==> src/rtl/parking_gate_arbiter.sv <==
// Shared entry/exit barrier arbiter for a parking lot: grants the single gate to one
// lane at a time, tracks occupancy and abandons a grant that sees no car within TIMEOUT cycles.
module parking_gate_arbiter #(
  parameter int MAX_SPACES = 100,
  parameter int TIMEOUT    = 16
) (
  input  logic       CLK,
  input  logic       RST,
  input  logic       Enter_Req,
  input  logic       Exit_Req,
  input  logic       Car_Passed,
  output logic       Enter_Grant,
  output logic       Exit_Grant,
  output logic       Gate_Open,
  output logic [6:0] Count,
  output logic       Full,
  output logic       Timeout_Err
);

  typedef enum logic [1:0] {
    IDLE        = 2'd0,
    GRANT_ENTER = 2'd1,
    GRANT_EXIT  = 2'd2,
    CLOSE       = 2'd3
  } state_t;

  localparam logic [6:0] MAX_CNT    = 7'(MAX_SPACES);
  localparam logic [7:0] TIMER_LAST = 8'(TIMEOUT - 1);

  state_t     state_reg, state_next;
  logic [6:0] count_reg, count_next;
  logic [7:0] timer_reg, timer_next;
  logic       last_exit_reg, last_exit_next;
  logic       served_any_reg, served_any_next;
  logic       enter_grant_reg, enter_grant_next;
  logic       exit_grant_reg, exit_grant_next;
  logic       gate_open_reg, gate_open_next;
  logic       timeout_err_reg, timeout_err_next;

  logic enter_ok;
  logic exit_ok;
  logic in_grant;
  logic grant_is_exit;

  assign enter_ok      = Enter_Req && (count_reg < MAX_CNT);
  assign exit_ok       = Exit_Req && (count_reg != 7'd0);
  assign in_grant      = (state_reg == GRANT_ENTER) || (state_reg == GRANT_EXIT);
  assign grant_is_exit = (state_reg == GRANT_EXIT);

  always_comb begin
    state_next       = state_reg;
    count_next       = count_reg;
    timer_next       = timer_reg;
    last_exit_next   = last_exit_reg;
    served_any_next  = served_any_reg;
    timeout_err_next = 1'b0;

    case (state_reg)
      IDLE: begin
        timer_next = 8'd0;
        // On a tie, serve the lane opposite to the last one served; entry before any service.
        if (enter_ok && exit_ok) begin
          if (served_any_reg && !last_exit_reg) begin
            state_next = GRANT_EXIT;
          end else begin
            state_next = GRANT_ENTER;
          end
        end else if (enter_ok) begin
          state_next = GRANT_ENTER;
        end else if (exit_ok) begin
          state_next = GRANT_EXIT;
        end
      end

      GRANT_ENTER, GRANT_EXIT: begin
        if (Car_Passed) begin
          if (grant_is_exit) begin
            if (count_reg != 7'd0) count_next = count_reg - 7'd1;
          end else begin
            if (count_reg < MAX_CNT) count_next = count_reg + 7'd1;
          end
          last_exit_next  = grant_is_exit;
          served_any_next = 1'b1;
          timer_next      = 8'd0;
          state_next      = CLOSE;
        end else if (timer_reg == TIMER_LAST) begin
          timeout_err_next = 1'b1;
          last_exit_next   = grant_is_exit;
          served_any_next  = 1'b1;
          timer_next       = 8'd0;
          state_next       = CLOSE;
        end else begin
          timer_next = timer_reg + 8'd1;
        end
      end

      CLOSE: begin
        timer_next = 8'd0;
        state_next = IDLE;
      end

      default: begin
        timer_next = 8'd0;
        state_next = IDLE;
      end
    endcase

    enter_grant_next = (state_next == GRANT_ENTER);
    exit_grant_next  = (state_next == GRANT_EXIT);
    gate_open_next   = (state_next == GRANT_ENTER) || (state_next == GRANT_EXIT);
  end

  always_ff @(posedge CLK) begin
    if (RST) begin
      state_reg       <= IDLE;
      count_reg       <= 7'd0;
      timer_reg       <= 8'd0;
      last_exit_reg   <= 1'b0;
      served_any_reg  <= 1'b0;
      enter_grant_reg <= 1'b0;
      exit_grant_reg  <= 1'b0;
      gate_open_reg   <= 1'b0;
      timeout_err_reg <= 1'b0;
    end else begin
      state_reg       <= state_next;
      count_reg       <= count_next;
      timer_reg       <= timer_next;
      last_exit_reg   <= last_exit_next;
      served_any_reg  <= served_any_next;
      enter_grant_reg <= enter_grant_next;
      exit_grant_reg  <= exit_grant_next;
      gate_open_reg   <= gate_open_next;
      timeout_err_reg <= timeout_err_next;
    end
  end

  assign Enter_Grant = enter_grant_reg;
  assign Exit_Grant  = exit_grant_reg;
  assign Gate_Open   = gate_open_reg;
  assign Count       = count_reg;
  assign Full        = (count_reg == MAX_CNT);
  assign Timeout_Err = timeout_err_reg;

  logic unused_in_grant;
  assign unused_in_grant = in_grant;

endmodule

==> config.mk <==
export PLATFORM = sky130hd
export DESIGN_NAME = parking_gate_arbiter
export DESIGN_NICKNAME = d
export VERILOG_FILES = /design/src/rtl/parking_gate_arbiter.sv
export SDC_FILE = /design/constraint.sdc
export NUM_CORES = 1
export LEC_CHECK = 0
export ABC_AREA = 1
export CORE_ASPECT_RATIO = 0.7
export CORE_MARGIN = 5
export CORE_UTILIZATION = 43
export CTS_CLUSTER_DIAMETER = 30
export DETAILED_ROUTE_END_ITERATION = 7
export GPL_TIMING_DRIVEN = 1
export PLACE_DENSITY = 0.66
export SYNTH_ARGS = -nofsm -noshare
export SYNTH_HDL_FRONTEND = slang
export SYNTH_SLANG_ARGS = --single-unit
==> constraint.sdc <==
create_clock -name CLK -period 1.92 [get_ports CLK]
set_clock_uncertainty 0.05 [all_clocks]
set_input_delay 0.576 -clock CLK [delete_from_list [all_inputs] [get_ports CLK]]
set_output_delay 0.576 -clock CLK [all_outputs]
set_load 0.01 [all_outputs]
==> summary.md, run 1 <==
| Metric | Value |
|---|---|
| Status | finished clean |
| Worst-path maximum fanout | 2 |
| Startpoint Class | register |
| Via/cell ratio | between 4 and 5 |
| Core area | around 3200 um2 |
| Die Area | 4620 um2 |
| Total routed wirelength | about 3.4 mm |
| Util after Layout | 0.568 |
| Yosys reg bits | 23 |
| RSZ-0062 raised after global routing | false |
| CP Capture Type | primary output |
| Leakage | roughly 0.93 nW |
| I/O pin count | 17 |
| Fraction of final layout cells sized beyond drive strength 1 | 0.222 |
| Drt pass-1 iters | 4 |
| Tmin final | around 1.8 ns |
| Final Wtd Congestion | around 0.9 |
| CP Class | reg2out |
| Peak supply drop | between 0.6 and 0.7 mV |
| Highest metal used | met4 |
| Mean post-synth cell area | 6.91 um2 |
| # setup viols final | 0 |
| H-tree depth | 1 |
| Highest Clock Rate | roughly 570 MHz |
| Clock-pin slew of the registers on the worst-case setup and hold paths | ~0.090 ns |
| Crit. Startpoint | Count[0] |
| Syn nets | 220 |
| Worst slew margin | 0.792 |
| Ant. Diodes | 0 |
| Worst skew pair latency | between 0.2 and 0.3 ns |
| CTS Buf Count | 3 |
| Max clock buf depth | 2 |
| Critical path cell sequence | nor2_4 > nand3_1 > nor3_1 > clkbuf_2 |
| Crit path required time | approximately 1.3 ns |
| Final Cycle Share | 0.918 |
| Via count | between 1,000 and 1,500 |
| Hold Crit Start | timer_reg[0] |
| Max reg flops | 8 |
| Most frequent cells in the layout | nand2_1, inv_1, nor2_1 |
| Die Y | ~58 um |
| Final hold slack | a little over 0.4 ns |
| Commonest non-fill, non-tap cell in the layout | nand2_1 |
| DIE WIDTH | about 80 um |
| Nets | between 200 and 300 |
| Delay-heaviest family, CP | simple AND/OR/NAND/NOR gates |
| CP max stage delay | about 0.34 ns |
| Worst Path Buf+Inv | 1 |
| Fin. max-slew vios | 0 |
| Global-route wire length before repair | around 5.4 mm |
| WL/cell | about 12 um |
| Start of the worst register-to-register path | state_reg[0] |
| Met2 WL | 1.26 mm |
| Largest net degree at the start of global routing | 15 |
| Initial drt markers | 135 |
| Post-Synthesis Cell Area | approximately 1400 um2 |
| Worst Tran Pin Value | between 0.3 and 0.4 ns |
| P per Cell Area | roughly 1500 nW/um2 |
| IO buf count | 16 |
| Gr usage total | 0.152 |
| Met3 Routed Length | 335 um |
| Cts hold-fix bufs | 0 |
| Post-DP HPWL | around 2.7 mm |
| Mapped Cells | approximately 210 |
| Clock Tree Root | clkbuf_8 |
| CTS tree | yes |
| Clock Sinks | 23 |
| Layout area overhead | 26.0% |
| Row count | 17 |
| Hold Path Class | reg2reg |
| Total grt overflow | 0 |
| Worst EP arrival | 1.14 ns |
| CP max-delay cell | dfxtp_2 |
| Vias in the first global route | 1,119 |
| Seq/Total Area, Yosys | 0.320 |
| DRT antenna net count | 0 |
| Initial antenna violation count | 0 |
| Number of max-cap violations | 0 |
| Initial core utilization | 0.451 |
| Warnings from Yosys | 0 |
| Post-synth cell types | 25 |
| Final Hold Viols | 0 |
| Met1 WL | ~1.7 mm |
| # DRC | 0 |
## per-stage QoR
stage | area, um2 | setup slack (ns) | setup TNS [ns] | std cells | power [mW]
after CTS | 1800 | 0.00398 | 0 | 281 | 2.80
after detailed placement | 1750 | -0.0785 | -0.138 | 277 | 2.49
after global routing | 1810 | 0.0319 | 0 | 281 | 3.06
after floorplan | 1440 | 0.130 | 0 | 208 | 1.89
after global placement | 1750 | -0.0638 | -0.0862 | 277 | 2.48
final | 1810 | 0.157 | 0 | 281 | 2.80
## final timing paths
kind / to / slack (ns) / cells past startpoint
setup reg to reg: Count[4] / 0.16 / 12
setup / recovery: Full / 0.16 / 4
hold / removal: timer_reg[0] / 0.41 / 1
hold reg to reg: timer_reg[0] / 0.41 / 1
## logic make-up after synthesis
group                      Yosys count  share of synthesized area
and+or+nand+nor                    113                      0.386
xor gates and xnor gates             4                     0.0244
DFF                                 23                      0.320
buffers and inverters               34                     0.0992
adders and majority gates            7                     0.0609
AOI/OAI and AO/OA                   27                      0.109
## Yosys cell counts
| library cell | instances | area share |
|---|---|---|
| nand2_1 | 44 | 0.11 |
| inv_1 | 29 | 0.076 |
| nor2_1 | 25 | 0.065 |
| dfxtp_1 | 23 | 0.32 |
| nand3_1 | 13 | 0.045 |
| a21oi_1 | 8 | 0.028 |
| nand2_2 | 8 | 0.035 |
| ha_1 | 7 | 0.061 |
| o21ai_0 | 7 | 0.024 |
| nor2_2 | 6 | 0.026 |
| o21ai_1 | 6 | 0.021 |
| nand3_2 | 4 | 0.028 |
| nor3b_1 | 4 | 0.021 |
| xor2_1 | 4 | 0.024 |
| inv_2 | 3 | 0.0078 |
| nand4_1 | 3 | 0.013 |
| nor3_1 | 3 | 0.010 |
| a31oi_1 | 2 | 0.0087 |
| buf_6 | 2 | 0.016 |
| nor2_4 | 2 | 0.016 |
| a211oi_1 | 1 | 0.0052 |
| a21boi_2 | 1 | 0.0078 |
| a21oi_2 | 1 | 0.0061 |
| nand3_4 | 1 | 0.012 |
| o21bai_2 | 1 | 0.0078 |
## area by class of cell
| cell class | instances | area (um2) |
|---|---|---|
| clock inverter | 1 | 7.51 |
| multi-input combinational | 151 | 842 |
| inverter | 32 | 120 |
| timing repair buffer | 33 | 289 |
| clock buffer | 3 | 41.3 |
| fill | 308 | 1380 |
| tap | 38 | 47.5 |
| sequential | 23 | 464 |
## metal layers
layer / up-vias / global-route usage
met2: 57 / 0.193
met5: - / 0
met1: 607 / 0.249
met3: 2 / 0.0382
li1: 730 / -
met4: 0 / 0.0294
## power breakdown
group / switching [mW] / internal, mW / total [mW]
combinational: 1.07 / 0.738 / 1.81
clock: 0.163 / 0.147 / 0.310
sequential: 0.0721 / 0.614 / 0.686
total: 1.30 / 1.50 / 2.80
## worst register-to-register path, cell delays in order, from the launching register on
cell and delay, ns:
dfxtp_1 0.34, inv_1 0.06, ha_2 0.20, inv_2 0.06, nand2_1 0.04, nand2_1 0.09, inv_1 0.05, ha_1 0.16
o21bai_2 0.23, nand2_1 0.09, nand2_1 0.06, xor2_1 0.14, a21oi_1 0.12
## timing repair
item,4_1_cts,5_1_grt
pin swaps,0,0
gates resized for setup,7,8
buffers inserted,0,0
endpoints found under the setup margin,6,6
Note: power is estimated with default switching activity, not from simulation.
==> run 2: changes to the inputs <==
GPL_TIMING_DRIVEN = 0   (was 1)
==> summary.md, run 2 (same netlist as run 1, synthesis figures left out) <==
| Metric | Value |
|---|---|
| Initial antenna violation count | 0 (unchanged) |
| Area occupied by multi-input gates | 870 um2 (+3.3%) |
| Met1 WL | 1.66 mm (-4.9%) |
| I/O pin count | 17 (unchanged) |
| Max clock buf depth | 2 (unchanged) |
| H-tree depth | 1 (unchanged) |
| Hold Path Class | reg2reg |
| Gr usage total | 0.146 (-0.00602) |
| CP max-delay cell | clkdlybuf4s50_1 |
| Row count | 17 (unchanged) |
| Highest metal used | met4 |
| Met3 Routed Length | 210 um (-37%) |
| Final Hold Viols | 0 (unchanged) |
| Total grt overflow | 0 (unchanged) |
| Status | finished clean |
| Worst Tran Pin Value | 0.328 ns (+0.0173 ns) |
| DRT antenna net count | 0 (unchanged) |
| Critical path cell sequence | clkdlybuf4s50_1 |
| Number of max-cap violations | 0 (unchanged) |
| Layout area overhead | 25.5% |
| Clock Tree Root | clkbuf_8 |
| Final hold slack | 0.406 ns (-0.00187 ns) |
| Fillers | 308 (unchanged) |
| Final Wtd Congestion | 0.873 (-5.6%) |
| WL/cell | 11.9 um (-0.72%) |
| Ant. Diodes | 0 (unchanged) |
| CP Class | reg2out |
| Most frequent cells in the layout | nand2_1, inv_1, nor2_1 |
| Worst-path maximum fanout | 7 (+5) |
| CP max stage delay | 0.55 ns (+0.21 ns) |
| Worst Path Buf+Inv | 1 (unchanged) |
| P per Cell Area | 1560 nW/um2 (+0.99%) |
| Worst slew margin | 0.781 (-0.0116) |
| Peak supply drop | 0.691 mV (+8.5%) |
| Final Cycle Share | 0.962 (+0.0433) |
| Vias in the first global route | 1,187 (+6.1%) |
| # DRC | 0 (unchanged) |
| Post-DP HPWL | 2.39 mm (-11%) |
| # setup viols final | 0 (unchanged) |
| Clock-pin slew of the registers on the worst-case setup and hold paths | 0.09 ns (about the same) |
| Fraction of final layout cells sized beyond drive strength 1 | 0.234 (+0.0118) |
| CTS tree | yes |
| Leakage | 0.833 nW (-11%) |
| Die Area | 4620 um2 (unchanged) |
| Delay-heaviest family, CP | buffers and inverters |
| Tmin final | 1.85 ns (+0.0830 ns) |
| Commonest non-fill, non-tap cell in the layout | nand2_1 |
| Total routed wirelength | 3.24 mm (-3.5%) |
| IO buf count | 16 (unchanged) |
| CTS Buf Count | 3 (unchanged) |
| Drt pass-1 iters | 4 (unchanged) |
| Crit path required time | 1.29 ns (about the same) |
| Met2 WL | 1.34 mm (+6.4%) |
| Post-route setup slack | 0.0739 ns (-0.0830 ns) |
| Register area | 479 um2 (+3.2%) |
| Worst skew pair latency | 0.27 ns (about the same) |
| Core area | 3190 um2 (unchanged) |
| Initial drt markers | 78 (-42%) |
| Fin. max-slew vios | 0 (unchanged) |
| Highest Clock Rate | 542 MHz (-4.5%) |
| Global-route wire length before repair | 5.30 mm (-2.4%) |
| Startpoint Class | register |
| Clock Sinks | 23 (unchanged) |
| Fin cells | 273 (-2.8%) |
| Nets | 248 (-3.1%) |
| Placed cells | 262 (-5.4%) |
| CP Capture Type | primary output |
| Largest net degree at the start of global routing | 15 (unchanged) |
| Worst EP arrival | 1.22 ns (+0.08 ns) |
| Via count | 1,357 (-2.8%) |
| Initial core utilization | 0.451 (unchanged) |
| DIE WIDTH | 79.1 um (unchanged) |
| Via/cell ratio | 4.97 (about the same) |
| Max reg flops | 8 (unchanged) |
| Dpl ws | -0.187 ns (-0.108 ns) |
| Die Y | 58.4 um (unchanged) |
-- run 2: final cells by class --
class / instances / share of cell area
buffer: 2 / 0.0146
inverter: 32 / 0.0680
sequential: 23 / 0.266
tap: 38 / 0.0264
clock inverter: 1 / 0.00416
clock buffer: 3 / 0.0229
timing repair buffer: 23 / 0.117
multi-input combinational: 151 / 0.482
-- run 2: through the flow --
step	cell area, um2	power, mW	utilization	setup TNS, ns
after floorplan	1440	1.89	-	0
after global placement	1650	2.31	0.516	-0.734
after detailed placement	1650	2.32	0.516	-0.736
after CTS	1700	2.66	0.533	0
after global routing	1800	3.08	0.565	-0.0332
final	1800	2.82	0.565	0
-- run 2: per-layer routing --
layer | global-route usage | vias up
li1 | - | 720
met1 | 0.224 | 600
met2 | 0.199 | 33
met3 | 0.0382 | 4
met4 | 0.0392 | 0
met5 | 0 | -
-- run 2: path summary, 6_finish.rpt --
kind | endpoint | cells past startpoint | start | slack [ns]
worst max-delay path | Count[0] | 1 | Count[0] | 0.07
worst min-delay path | timer_reg[0] | 1 | timer_reg[0] | 0.41
worst max register to register | Count[4] | 12 | state_reg[0] | 0.10
worst min register to register | timer_reg[0] | 1 | timer_reg[0] | 0.41
-- run 2: where the power goes --
part | internal, mW | switching [mW] | total (mW)
sequential | 0.636 | 0.157 | 0.793
clock | 0.147 | 0.161 | 0.308
combinational | 0.733 | 0.985 | 1.72
total | 1.52 | 1.30 | 2.82
-- run 2: what timing repair did --
item | CTS | global route
hold buffers | 0 | 0
pin swaps | 0 | 3
gates resized for setup | 8 | 18
endpoints found under the setup margin | 7 | 12
buffers inserted | 0 | 7
==> run 3: changes to the inputs <==
ABC_AREA = not set   (was 1)
CORE_MARGIN = 2   (was 5)
MAX_ROUTING_LAYER = met4   (was not set)
PLACE_DENSITY = 0.67   (was 0.66)
==> summary.md, run 3 <==
| Metric | Value |
|---|---|
| Max clock buf depth | 2 (unchanged) |
| Vias in the first global route | 1,188 (+0.084%) |
| Via/cell ratio | 5.60 (+13%) |
| Drt pass-1 iters | 4 (unchanged) |
| # setup viols final | 0 (unchanged) |
| # DRC | 0 (unchanged) |
| Fin. max-slew vios | 0 (unchanged) |
| Crit path required time | 2.02 ns (+0.73 ns) |
| Highest Clock Rate | 535 MHz (-1.3%) |
| Worst Tran Pin Value | 0.436 ns (+0.108 ns) |
| Max reg flops | 8 (unchanged) |
| Total grt overflow | 0 (unchanged) |
| Via count | 1,310 (-3.5%) |
| CTS tree | yes |
| Row count | 17 (unchanged) |
| Finished Cell Area | 1810 um2 (+0.55%) |
| H-tree depth | 1 (unchanged) |
| Post-synth cell types | 37 (+48%) |
| Post-synth EDFFs | 0 (unchanged) |
| Ant. Diodes | 0 (unchanged) |
| Core area | 3110 um2 (-2.7%) |
| Status | finished clean |
| Fraction of final layout cells sized beyond drive strength 1 | 0.250 (+0.0160) |
| RSZ-0062 raised after global routing | true |
| Initial drt markers | 96 (+23%) |
| Seq/Total Area, Yosys | 0.336 (+0.0155) |
| Die Y | 51.3 um (-12%) |
| Gr usage total | 0.204 (+0.0581) |
| Post-Synthesis Cell Area | 1370 um2 (-4.6%) |
| Instance area at placement | 1600 um2 (-3.0%) |
| Post-synth ARST share | 0 (unchanged) |
| Leading cell types by count after synthesis | nor2_1, dfxtp_1, nand2_1 |
| Tmin final | 1.87 ns (+0.0238 ns) |
| Syn nets | 180 (-18%) |
| Post-DP HPWL | 2.30 mm (-4.0%) |
| Initial core utilization | 0.442 (-0.00901) |
| Most frequent cells in the layout | nor2_1, dfxtp_1, clkdlybuf4s50_1 |
| Delay-heaviest family, CP | adder cells |
| CP max stage delay | 0.37 ns (-0.18 ns) |
| Area occupied by multi-input gates | 922 um2 (+6.0%) |
| DRT antenna net count | 0 (unchanged) |
| Mean post-synth cell area | 8.16 um2 (+18%) |
| Nets | 209 (-16%) |
| Leakage | 0.663 nW (-20%) |
| Cell taking the most area after synthesis | dfxtp_1 |
| Initial antenna violation count | 0 (unchanged) |
| Number of max-cap violations | 0 (unchanged) |
| Yosys reg bits | 23 (unchanged) |
| DIE WIDTH | 71.5 um (-9.6%) |
| Commonest non-fill, non-tap cell in the layout | nor2_1 |
| IO buf count | 15 (-1) |
| Worst skew pair latency | 0.27 ns (about the same) |
| Top FF cell, synth | dfxtp_1 |
| Worst Path Buf+Inv | 3 (+2) |
| Die Area | 3660 um2 (-21%) |
| Clock Tree Root | clkbuf_8 |
| Final Hold Viols | 0 (unchanged) |
| WL/cell | 14.4 um (+21%) |
| Global-route wire length before repair | 5.64 mm (+6.4%) |
| CTS Buf Count | 3 (unchanged) |
| Count leader, synth | nor2_1 |
| Final Cycle Share | 0.974 (+0.0124) |
| Largest cells by area after synthesis | dfxtp_1, nor2_1, ha_1 |
| P per Cell Area | 949 nW/um2 (-39%) |
| Register area | 478 um2 (-0.26%) |
| Largest net degree at the start of global routing | 15 (unchanged) |
| CP max-delay cell | dfxtp_2 |
| Final hold slack | 0.399 ns (-0.00678 ns) |
| Peak supply drop | 0.608 mV (-12%) |
| Total routed wirelength | 3.37 mm (+4.1%) |
| Warnings from Yosys | 0 (unchanged) |
| Critical path cell sequence | inv_1 > ha_2 > inv_1 > a31oi_1 > o21ai_0 > o21ai_2 > inv_1 > ha_1 > nor2_1 |
| Startpoint Class | register |
| TNS Setup | 0 ns (unchanged) |
| CP Capture Type | register |
| I/O pin count | 17 (unchanged) |
| Most used cell, CP | inv_1 |
| Worst EP arrival | 1.97 ns (+0.75 ns) |
| Worst-path maximum fanout | 8 (+1) |
| Worst slew margin | 0.709 (-0.0716) |
| Util after Layout | 0.584 (+0.0187) |
| CP Class | reg2reg |
| Clock-pin slew of the registers on the worst-case setup and hold paths | 0.09 ns (about the same) |
| Final Wtd Congestion | 0.921 (+5.5%) |
| Fillers | 272 (-12%) |
| Clock Sinks | 23 (unchanged) |
| Mapped Cells | 168 (-19%) |
| Layout area overhead | 32.3% |
| Hold Path Class | reg2reg |
| Area share of the largest cell type after synthesis | 0.336 (+0.0155) |
run 3: cell type report:
| type | count | share of cell area |
|---|---|---|
| Clock inverter | 1 | 0.00414 |
| Tap cell | 38 | 0.0262 |
| Clock buffer | 3 | 0.0228 |
| Sequential cell | 23 | 0.263 |
| Multi-Input combinational cell | 128 | 0.508 |
| Inverter | 7 | 0.0159 |
| Buffer | 9 | 0.0366 |
| Timing Repair Buffer | 25 | 0.123 |
run 3: worst paths after layout:
path / cells past startpoint / slack, ns / end / start
hold / removal: 1 / 0.40 / timer_reg[0] / timer_reg[0]
setup / recovery: 9 / 0.05 / Gate_Open / state_reg[1]
setup reg to reg: 9 / 0.05 / Gate_Open / state_reg[1]
hold reg to reg: 1 / 0.40 / timer_reg[0] / timer_reg[0]
run 3: what timing repair did:
action	CTS	global route
resized for setup	17	23
buffers inserted	6	5
pin swaps	2	11
setup endpoints to repair	11	11
cloned	0	0
hold buffers	0	0
run 3: routing by layer:
layer / global-route usage / wire length, um / vias up
met5: - / 0 / -
met1: 0.271 / 1630 / 624
li1: - / - / 649
met3: 0.0552 / 145 / 2
met2: 0.309 / 1580 / 35
met4: 0.0535 / 18 / 0
run 3: where the power goes:
| group | switching, mW | internal (mW) |
|---|---|---|
| registers | 0.0678 | 0.551 |
| logic | 0.425 | 0.366 |
| clock network | 0.166 | 0.147 |
| total | 0.658 | 1.06 |
run 3: logic make-up (layout without fill, tap and decap cells):
logic type,Yosys count,count (layout),synth area share
adders and majority gates,7,7,0.0639
buffers and inverters,17,45,0.0584
DFF,23,23,0.336
xor gates and xnor gates,12,12,0.0766
AOI/OAI and AO/OA,35,35,0.191
and+or+nand+nor,74,74,0.275
run 3: stage by stage:
step	total power, mW	cells	setup WS [ns]
floorplan	1.08	168	-0.0524
global placement	1.26	221	-0.498
detailed placement	1.27	221	-0.545
CTS	1.64	230	-0.0235
global route	1.86	234	-0.0743
finish	1.72	234	0.0501
